[config.mk]
export PLATFORM = sky130hd
export DESIGN_NAME = dualram_burst_arbiter
export DESIGN_NICKNAME = d
export VERILOG_FILES = /design/src/rtl/dualram_burst_arbiter.sv
export SDC_FILE = /design/constraint.sdc
export NUM_CORES = 1
export LEC_CHECK = 0
export CAP_MARGIN = 5
export CORE_MARGIN = 2
export CORE_UTILIZATION = 36
export DETAILED_ROUTE_END_ITERATION = 12
export PLACE_DENSITY_LB_ADDON = 0.05
export SLEW_MARGIN = 20
export SYNTH_ARGS = -nofsm -noshare
export SYNTH_HDL_FRONTEND = slang
export SYNTH_SLANG_ARGS = --single-unit
[constraint.sdc]
create_clock -name clk -period 2.9 [get_ports clk]
set_input_delay 0.87 -clock clk [delete_from_list [all_inputs] [get_ports clk]]
set_output_delay 0.87 -clock clk [all_outputs]
set_load 0.02 [all_outputs]
[src/rtl/dualram_burst_arbiter.sv]
// Round-robin burst arbiter sharing one port of the JPEG SoC data RAM between
// the CPU (requester 0) and the JPEG encoder (requester 1).
module dualram_burst_arbiter #(
    parameter int WIDTH = 32,
    parameter int BASE  = 206800,
    parameter int DEPTH = 1200,
    parameter int CTRL0 = 411698,
    parameter int CTRL1 = 411699,
    parameter int LENW  = 4
) (
    input  logic             clk,
    input  logic             nreset,
    input  logic             req0,
    input  logic             we0,
    input  logic [WIDTH-1:0] addr0,
    input  logic [LENW-1:0]  len0,
    input  logic [WIDTH-1:0] wdata0,
    output logic             gnt0,
    output logic             rvalid0,
    output logic [WIDTH-1:0] rdata0,
    output logic             err0,
    output logic             done0,
    input  logic             req1,
    input  logic             we1,
    input  logic [WIDTH-1:0] addr1,
    input  logic [LENW-1:0]  len1,
    input  logic [WIDTH-1:0] wdata1,
    output logic             gnt1,
    output logic             rvalid1,
    output logic [WIDTH-1:0] rdata1,
    output logic             err1,
    output logic             done1,
    output logic [WIDTH-1:0] ram_addr,
    output logic [WIDTH-1:0] ram_wdata,
    output logic             ram_enw,
    input  logic [WIDTH-1:0] ram_rdata
);

    localparam logic [WIDTH-1:0] BASE_A  = WIDTH'(BASE);
    localparam logic [WIDTH-1:0] DEPTH_A = WIDTH'(DEPTH);
    localparam logic [WIDTH-1:0] CTRL0_A = WIDTH'(CTRL0);
    localparam logic [WIDTH-1:0] CTRL1_A = WIDTH'(CTRL1);

    typedef enum logic {IDLE, BURST} state_t;

    state_t           state;
    logic             owner;
    logic             ptr;
    logic             we_q;
    logic [WIDTH-1:0] addr_q;
    logic [LENW-1:0]  len_q;
    logic [LENW-1:0]  cnt;

    logic [1:0]       rvalid_p1;
    logic [1:0]       err_p1;
    logic [1:0]       done_p1;
    logic [WIDTH-1:0] rdata_p1 [2];

    logic             pick;
    logic             req_own;
    logic             beat;
    logic             in_window;
    logic             last;
    logic             wr_err;
    logic [WIDTH-1:0] wdata_own;

    // Unsigned wrap makes addresses below BASE land far above DEPTH.
    function automatic logic window_hit(input logic [WIDTH-1:0] a);
        logic [WIDTH-1:0] off;
        off = a - BASE_A;
        return (off < DEPTH_A) || (a == CTRL0_A) || (a == CTRL1_A);
    endfunction

    assign pick      = (req0 && req1) ? ptr : req1;
    assign req_own   = owner ? req1 : req0;
    assign wdata_own = owner ? wdata1 : wdata0;
    assign beat      = (state == BURST) && req_own;
    assign in_window = window_hit(addr_q);
    assign last      = (cnt == len_q);
    assign wr_err    = beat && we_q && !in_window;

    always_ff @(posedge clk) begin
        if (!nreset) begin
            state       <= IDLE;
            ptr         <= 1'b0;
            owner       <= 1'b0;
            we_q        <= 1'b0;
            addr_q      <= '0;
            len_q       <= '0;
            cnt         <= '0;
            rvalid_p1   <= '0;
            err_p1      <= '0;
            done_p1     <= '0;
            rdata_p1[0] <= '0;
            rdata_p1[1] <= '0;
        end else begin
            rvalid_p1   <= '0;
            err_p1      <= '0;
            done_p1     <= '0;
            rdata_p1[0] <= '0;
            rdata_p1[1] <= '0;
            case (state)
                IDLE: begin
                    if (req0 || req1) begin
                        owner  <= pick;
                        we_q   <= pick ? we1 : we0;
                        addr_q <= pick ? addr1 : addr0;
                        len_q  <= pick ? len1 : len0;
                        cnt    <= '0;
                        state  <= BURST;
                    end
                end
                BURST: begin
                    if (!req_own) begin
                        state <= IDLE;
                        ptr   <= ~owner;
                    end else begin
                        addr_q <= addr_q + 1'b1;
                        cnt    <= cnt + 1'b1;
                        // stage p1: read response one cycle after its beat
                        if (!we_q) begin
                            rvalid_p1[owner] <= 1'b1;
                            err_p1[owner]    <= !in_window;
                            rdata_p1[owner]  <= in_window ? ram_rdata : '0;
                        end
                        if (last) begin
                            done_p1[owner] <= 1'b1;
                            state          <= IDLE;
                            ptr            <= ~owner;
                        end
                    end
                end
                default: state <= IDLE;
            endcase
        end
    end

    assign ram_addr  = beat ? addr_q : '0;
    assign ram_wdata = (beat && we_q) ? wdata_own : '0;
    assign ram_enw   = beat && we_q && in_window;

    assign gnt0    = beat && !owner;
    assign gnt1    = beat && owner;
    assign rvalid0 = rvalid_p1[0];
    assign rvalid1 = rvalid_p1[1];
    assign rdata0  = rdata_p1[0];
    assign rdata1  = rdata_p1[1];
    assign err0    = err_p1[0] || (wr_err && !owner);
    assign err1    = err_p1[1] || (wr_err && owner);
    assign done0   = done_p1[0];
    assign done1   = done_p1[1];

endmodule

## Yosys cells after proc, flatten, opt, wreduce, memory -nomap -nowiden

Memory sizes are Yosys's and may differ from the RTL's.
Cells that the tools add are included.

- Register bits: 50
- Bits in latches: 0
- Bits in writable memories: 64
- ROM bits: 0
- Output and inout bits: 137
- Word-level logic and storage cells: 84
- Memories kept: 1

Memories:

| name | depth | bits a word | read ports | clocked after memory_dff | write ports | line | text |
|---|---|---|---|---|---|---|---|
| rdata_p1 | 2 | 32 | 2 | 0 | 3 | 57 | `logic [WIDTH-1:0] rdata_p1 [2];` |

- $add $sub $neg: 3
- Multipliers: 0
- Divide/modulo/power cells: 0
- Order comparisons: 3
- Equal/unequal tests: 6
- Shifts and indexed selects: 0
- Multiplexer cells: 32
- Bitwise operators: 7
- Reductions and logical operators: 22

Operator list:

| kind | number |
|---|---|
| 32-bit 2-to-1 mux | 9 |
| 32-bit by 19-bit == test with 1-bit output, second input constant | 2 |
| 32-bit one-hot mux with 2 select lines | 1 |
| 32-bit by 1-bit adder with 32-bit output, second input constant | 1 |
| 32-bit by 11-bit < comparator with 1-bit output, second input constant | 1 |
| 32-bit by 18-bit subtractor with 32-bit output, second input constant | 1 |
| 1-bit 2-to-1 mux | 16 |
| 4-bit 2-to-1 mux | 3 |
| 1-bit logical AND | 10 |
| 4-bit one-hot mux with 2 select lines | 1 |
| 2-bit AND reduction | 3 |
| 1-bit logical OR | 5 |
| 4-bit by 1-bit adder with 4-bit output, second input constant | 1 |
| 4-bit == test | 1 |
| 2-bit by 1-bit != test with 1-bit output, second input constant | 2 |
| 1-bit inverter | 4 |
| 4-bit AND reduction | 1 |
| 4-bit OR reduction | 1 |
| 2-bit bitwise AND | 1 |
| 1-bit zero test | 2 |
| 1-bit by 2-bit < comparator with 1-bit output, second input constant | 1 |
| 2-bit != test, second input constant | 1 |
| 1-bit OR | 2 |
| 1-bit one-hot mux with 2 select lines | 1 |
| other kinds (2) | 2 |

## Logic depth before layout (Yosys ltp)

Gate-level depths: netlist of the first run.

- Word-level depth: 8
- Gate-level depth with buffers: 9

## Least setup slack after synthesis of the first run

Ideal clock, no wire load.

- Kind: reg2out
- From: reg addr_q[21]
- To: out ram_enw
- Arrival time: 2356 ps
- Data required time: 2030 ps
- Setup slack: -326 ps
- Stages on the path, launching flop included: 8
- Cell sequence: dfxtp_1 > or4_4 > nor3_4 > o21ai_2 > nor4b_4 > nand4_4 > or3_1 > a21oi_1

- Word-level cells in the longest chain between the ends: 5

RTL lines:

| what | line | text |
|---|---|---|
| from (decl) | 50 | `logic [WIDTH-1:0] addr_q;` |
| from (signal assigned) | 107 | `addr_q <= pick ? addr1 : addr0;` |
| from (signal assigned) | 118 | `addr_q <= addr_q + 1'b1;` |
| 32-bit by 18-bit subtractor with 32-bit output | 70 | `off = a - BASE_A;` |
| 32-bit by 11-bit < comparator with 1-bit output | 71 | `return (off < DEPTH_A) \|\| (a == CTRL0_A) \|\| (a == CTRL1_A);` |
| 1-bit logical OR | 71 |  |
| 1-bit logical OR * | 71 |  |
| 1-bit logical AND * | 140 | `assign ram_enw = beat && we_q && in_window;` |
| to (decl) | 35 | `output logic ram_enw,` |

Every way passes the cells marked *; elsewhere a longest branch is shown, timed or not.

## Worst setup path in the final report of the first run

- From: reg addr_q[22]
- To: out err0

- Word-level cells in the longest chain between the ends: 8

RTL lines:

| what | line | text |
|---|---|---|
| 32-bit by 18-bit subtractor with 32-bit output | 70 |  |
| 32-bit by 11-bit < comparator with 1-bit output | 71 |  |
| 1-bit logical OR | 71 |  |
| 1-bit logical OR * | 71 |  |
| 1-bit zero test * | 80 | `assign wr_err = beat && we_q && !in_window;` |
| 1-bit logical AND * | 80 |  |
| 1-bit logical AND * | 148 | `assign err0 = err_p1[0] \|\| (wr_err && !owner);` |
| 1-bit logical OR * | 148 |  |
| to (decl) | 21 | `output logic err0,` |

Marked as above.

==> results.txt, run 1 <==
Distinct cells, synth: 59
Pwr per Cell Area: 480 nW/um2
placed insts: 1,337
IR drop worst, VDD: 0.000518 V
Die Y: 133 um
status: finished, violations left
Final Setup Violations: 3
Met3 Wirelength: 1.88 mm
Worst Setup Slack, final: -0.651 ns
total track usage: 26.0%
TritonCTS buffer count: 17
number of synthesized flops with an enable pin: 0
largest net degree at the start of global routing: 76
Min Hold Slack: 0.476 ns
die area: 17,600 um2
area grow syn2layout: 81.5%
Core Region: 16,400 um2
Max transition margin: 49.4%
maximum clock path buffer count: 2
Max Slew Vio Count: 0
Setup crit end kind: output port
wl on met1: 9.53 mm
RSZ-0062 raised after global routing: true
Leak: 4.55 nW
pre-CTS setup slack: -0.769 ns
Ys Warns: 0
Reg2Reg Setup Slack: 0.09 ns
htree depth: 4
num ports: 311
max cap viols: 0
fmax: 0.282 GHz
Remaining Overflow, GRT: 0
Worst setup SP type: register
most common cell in the netlist: dfxtp_1
synthesized area per cell: 7.94 um2
Critical Path AT: 2.68 ns
highest routed layer: met4
vias: 6,934
Finished Layout Cells: 1,388
Synth Register Bits: 114
CP Class: register to output port
crit path max fanout: 3
post-route ant nets: 0
setup TNS: -1.92 ns
hold buffer count at cts: 0
Synth Cell Area: 5960 um2
worst skew pair latency: 0.41 ns
Layout Nets: 1,330
commonest cells in the netlist: dfxtp_1 (114), and2_1 (93), nor2_1 (84)
Die W: 133 um
drt drc: 0
min Tclk post-route: 3.55 ns
metal2 WL: 12.0 mm
Final Skew: 0.0140 ns
fraction of layout cells with a size suffix above 1: 19.9%
antenna violations before repair: 2
vias in the first global route: 6,861
async set-or-reset flop fraction in the synthesized netlist: 0%
wire length per cell: 17.1 um
failing checks: setup timing
Starting Density: 36.3%
Worst-Margin Slew: 0.759 ns
final WL: 23.8 mm
Sink Count: 114
Synth area leader: dfxtp_1
# rows: 47
fin crit share: 122%
CTS tree: built
Pre-Repair DR Iteration Count: 6
initial DRC count: 429
Min-Delay Path Class: register to register
Port Buffer Count: 310
Worst-path clk slew: 0.05 ns
Cells after Synth: 751
Placer Congestion: 0.903
routed vias/inst: 5.00
Synth Flop Type: dfxtp_1
first-pass GRT wire length: 36.3 mm
sequential cell area fraction in the yosys report: 38.3%
Yosys top cell area share: 38.3%
Hold Violations, Final: 0
DP HPWL: 17.3 mm
Root Buffer: clkbuf_16
Worst EP required: 2.03 ns
syn_nets: 928
Area contributors post-synth: dfxtp_1 (38%), and2_1 (9.8%), mux2i_1 (7.6%)
## layout by cell type, fill, tap and decap left out, drive strengths merged, types with 6 or more instances in the layout
cell type and count:
clkdlybuf4s50 240, nand3 27, nor3 25, dfxtp 114, nor4 8, nand4 8, or3 10, o22ai 18
inv 26, a31oi 7, nand2 78, clkdlybuf4s15 12, xor2 6, clkbuf 54, nor2 84, buf 138
and3 9, a21oi 56, and2 94, mux2i 46, o21ai 36, dlygate4sd2 9
## power breakdown
part | switching, mW | internal [mW] | total [mW]
clock network | 0.762 | 1.49 | 2.25
logic | 0.593 | 0.659 | 1.25
registers | 0.0590 | 1.64 | 1.69
total | 1.41 | 3.78 | 5.20
## worst paths after layout
kind / from / end / cells after the start
max: addr_q[22] / err0 / 9
min: len_q[3] / len_q[3] / 2
min reg2reg: len_q[3] / len_q[3] / 2
max reg2reg: addr_q[22] / rdata_p1[1][19] / 13
## worst max-delay path: stages (launching register included)
cell	delay, ns
dfxtp_2	0.32
buf_4	0.13
or4_1	0.40
o21ai_1	0.15
nand2_2	0.08
nor4b_4	0.32
nand4_4	0.15
or3_4	0.39
a21o_1	0.20
buf_6	0.13
## area by class of cell
| class | count | area (um2) |
|---|---|---|
| inverters | 25 | 93.8 |
| clock inverters | 12 | 180 |
| flip-flops and latches | 114 | 2290 |
| fillers | 1430 | 5590 |
| diodes | 2 | 5.00 |
| well taps | 220 | 275 |
| repair buffers | 433 | 4110 |
| multi-input cells | 562 | 3410 |
| clock buffers | 20 | 457 |
## cells by family after synthesis
logic type,synth area share [%]
simple gates,30.8
compound gates,15.6
flops,38.3
buf+inv,5.77
mux,7.98
xor+xnor,1.03
fa+ha+maj,0.630
## state kept, by name, summed over array words and instances, names as in the netlist
name	cells
rdata_p1	64
len_q	4
done_p1	2
err_p1	2
cnt	4
state	1
we_q	1
addr_q	32
owner	1
rvalid_p1	2
ptr	1
## routing by layer
layer / GRT usage (%) / up-vias
li1: - / 3411
met1: 29.9 / 3214
met2: 46.2 / 285
met3: 7.74 / 24
met4: 8.48 / 0
met5: 0 / -
## timing repair
action	CTS	global route
cloned	2	6
buffers inserted	6	3
hold endpoints to repair	0	0
pin swaps	10	12
resized for setup	107	70
endpoints found under the setup margin	69	114
## per-stage QoR
step | instance area [um2] | utilization [%] | power, mW
global route | 10800 | 65.9 | 5.42
global placement | 10000 | 61.0 | 2.95
CTS | 10800 | 65.6 | 5.23
floorplan | 5980 | - | 2.29
detailed placement | 10000 | 61.0 | 2.95
finish | 10800 | 65.9 | 5.20
Power figures use the tool's default switching activity.
==> run 2, diff against run 1 <==
Settings changed: CORE_ASPECT_RATIO from default to 1.75, CORE_UTILIZATION 36 to 35.
==> run 2 against run 1 <==
  * The run still ends with setup timing left
  * Cell area decreased by 2.7%
  * Core utilization decreased by 3.2 points
  * Global-route usage increased by 0.60 points
  * Sequential share of layout area increased by 0.57 points
  * Critical endpoint is now err1
==> results.txt, run 2 (same netlist as run 1, synthesis figures left out) <==
status: finished, violations left
failing checks: setup timing
Worst setup SP type: register
vias in the first global route: 7,049
area grow syn2layout: 76.6%
maximum clock path buffer count: 2
commonest non-fill, non-tap cells in the layout: clkdlybuf4s50_1 (240), dfxtp_1 (111), buf_4 (106)
slowest CP cell: or4_4
IR drop worst, VDD: 0.000405 V
Worst-Margin Slew: 0.771 ns
Die Y: 177 um
Die W: 103 um
Remaining Overflow, GRT: 0
fin crit share: 122%
vias: 6,924
fmax: 0.282 GHz
Max Slew Vio Count: 0
TritonCTS buffer count: 17
CP max stage delay: 0.55 ns
DP HPWL: 18.3 mm
CTS tree: built
Final Skew: 0.0126 ns
Worst-path clk slew: 0.06 ns
first-pass GRT wire length: 36.9 mm
Port Buffer Count: 310
# rows: 63
final WL: 24.4 mm
Worst Setup Slack, final: -0.644 ns
Core Region: 16,800 um2
Pwr per Cell Area: 477 nW/um2
post-route ant nets: 0
die area: 18,100 um2
Seq. cell area: 2290 um2
Setup crit end kind: output port
Worst path most repeated cell: buf_4
Root Buffer: clkbuf_16
initial DRC count: 238
Cell Chain, Critical Path: or4_4 -> buf_4 -> nor4_2 -> buf_4 -> mux2i_2 -> or3_4 -> a21o_1 -> buf_6
# fillers: 1,547
Starting Density: 35.5%
Worst EP required: 2.03 ns
total track usage: 26.6%
min Tclk post-route: 3.54 ns
Layout Nets: 1,320
max reg flops: 64
CP Class: register to output port
Pre-Repair DR Iteration Count: 4
max cap viols: 0
antenna violations before repair: 0
setup TNS: -1.88 ns
Max transition margin: 48.6%
Leak: 4.45 nW
routed vias/inst: 5.01
htree depth: 4
Finished Core Util: 62.7%
fraction of layout cells with a size suffix above 1: 21.4%
largest net degree at the start of global routing: 76
crit path max fanout: 4
hold buffer count at cts: 0
Hold Violations, Final: 0
Final Setup Violations: 3
ANT cells: 0
Critical Path AT: 2.67 ns
Min-Delay Path Class: register to register
Sink Count: 114
area of the multi-input gates: 3430 um2
RSZ-0062 raised after global routing: true
top flop regs: rdata_p1: 64 flops, addr_q: 32 flops
drt drc: 0
most flop-heavy register: rdata_p1
commonest non-fill, non-tap cell in the layout: clkdlybuf4s50_1
num ports: 311
wire length per cell: 17.7 um
Placer Congestion: 0.896
worst skew pair latency: 0.41 ns
run 2: power breakdown:
part	leakage [nW]	total [mW]	switching [mW]	internal, mW
Combinational	3.24	1.25	0.602	0.648
Clock	0.282	2.08	0.857	1.22
Sequential	0.927	1.69	0.0564	1.63
run 2: metrics by stage:
stage	std cells	power, mW	area [um2]	hold WS (ns)	worst slack (ns)
finish	1383	5.02	10500	0.478	-0.644
detailed placement	1338	2.94	9980	0.468	-0.792
global placement	1338	2.93	9980	0.459	-0.738
floorplan	751	2.29	5980	0.444	-0.117
global route	1383	5.24	10500	0.517	-0.766
CTS	1382	5.04	10700	0.482	-0.676
run 2: what timing repair did:
| action | CTS | global route |
|---|---|---|
| setup endpoints to repair | 69 | 56 |
| gates resized for setup | 246 | 60 |
| gates cloned | 1 | 1 |
| pin swaps | 4 | 3 |
| setup buffers | 12 | 2 |
run 2: final timing paths:
path	from	to	slack, ns	cells after the start
worst min-delay path	len_q[3]	len_q[3]	0.48	2
worst max register to register	addr_q[0]	addr_q[18]	0.30	10
worst max-delay path	addr_q[21]	err1	-0.64	8
worst min register to register	len_q[3]	len_q[3]	0.48	2
run 2: routing by layer:
metal,part of all wire (%),wire length [um],up-vias,global-route usage [%]
met3,7.4,1810,61,7.66
li1,-,-,3384,-
met5,0,0,-,0
met1,36,8680,3198,26.8
met4,3.8,936,0,11.5
met2,53,13000,281,49.5
run 2: worst max-delay path, delay by kind of cell (launching register included):
kind / cells / cell delay, ns
AO/OA/AOI/OAI: 1 / 0.18
buffers and inverters: 3 / 0.45
flip-flops: 1 / 0.33
multiplexers: 1 / 0.07
AND/OR/NAND/NOR: 3 / 1.22
run 2: area by class of cell:
| type | instances | area share, % |
|---|---|---|
| Tap cell | 227 | 2.70 |
| Multi-Input combinational cell | 562 | 32.5 |
| Sequential cell | 114 | 21.7 |
| Inverter | 25 | 0.927 |
| Clock buffer | 17 | 4.04 |
| Clock inverter | 15 | 1.53 |
| Timing Repair Buffer | 423 | 36.5 |
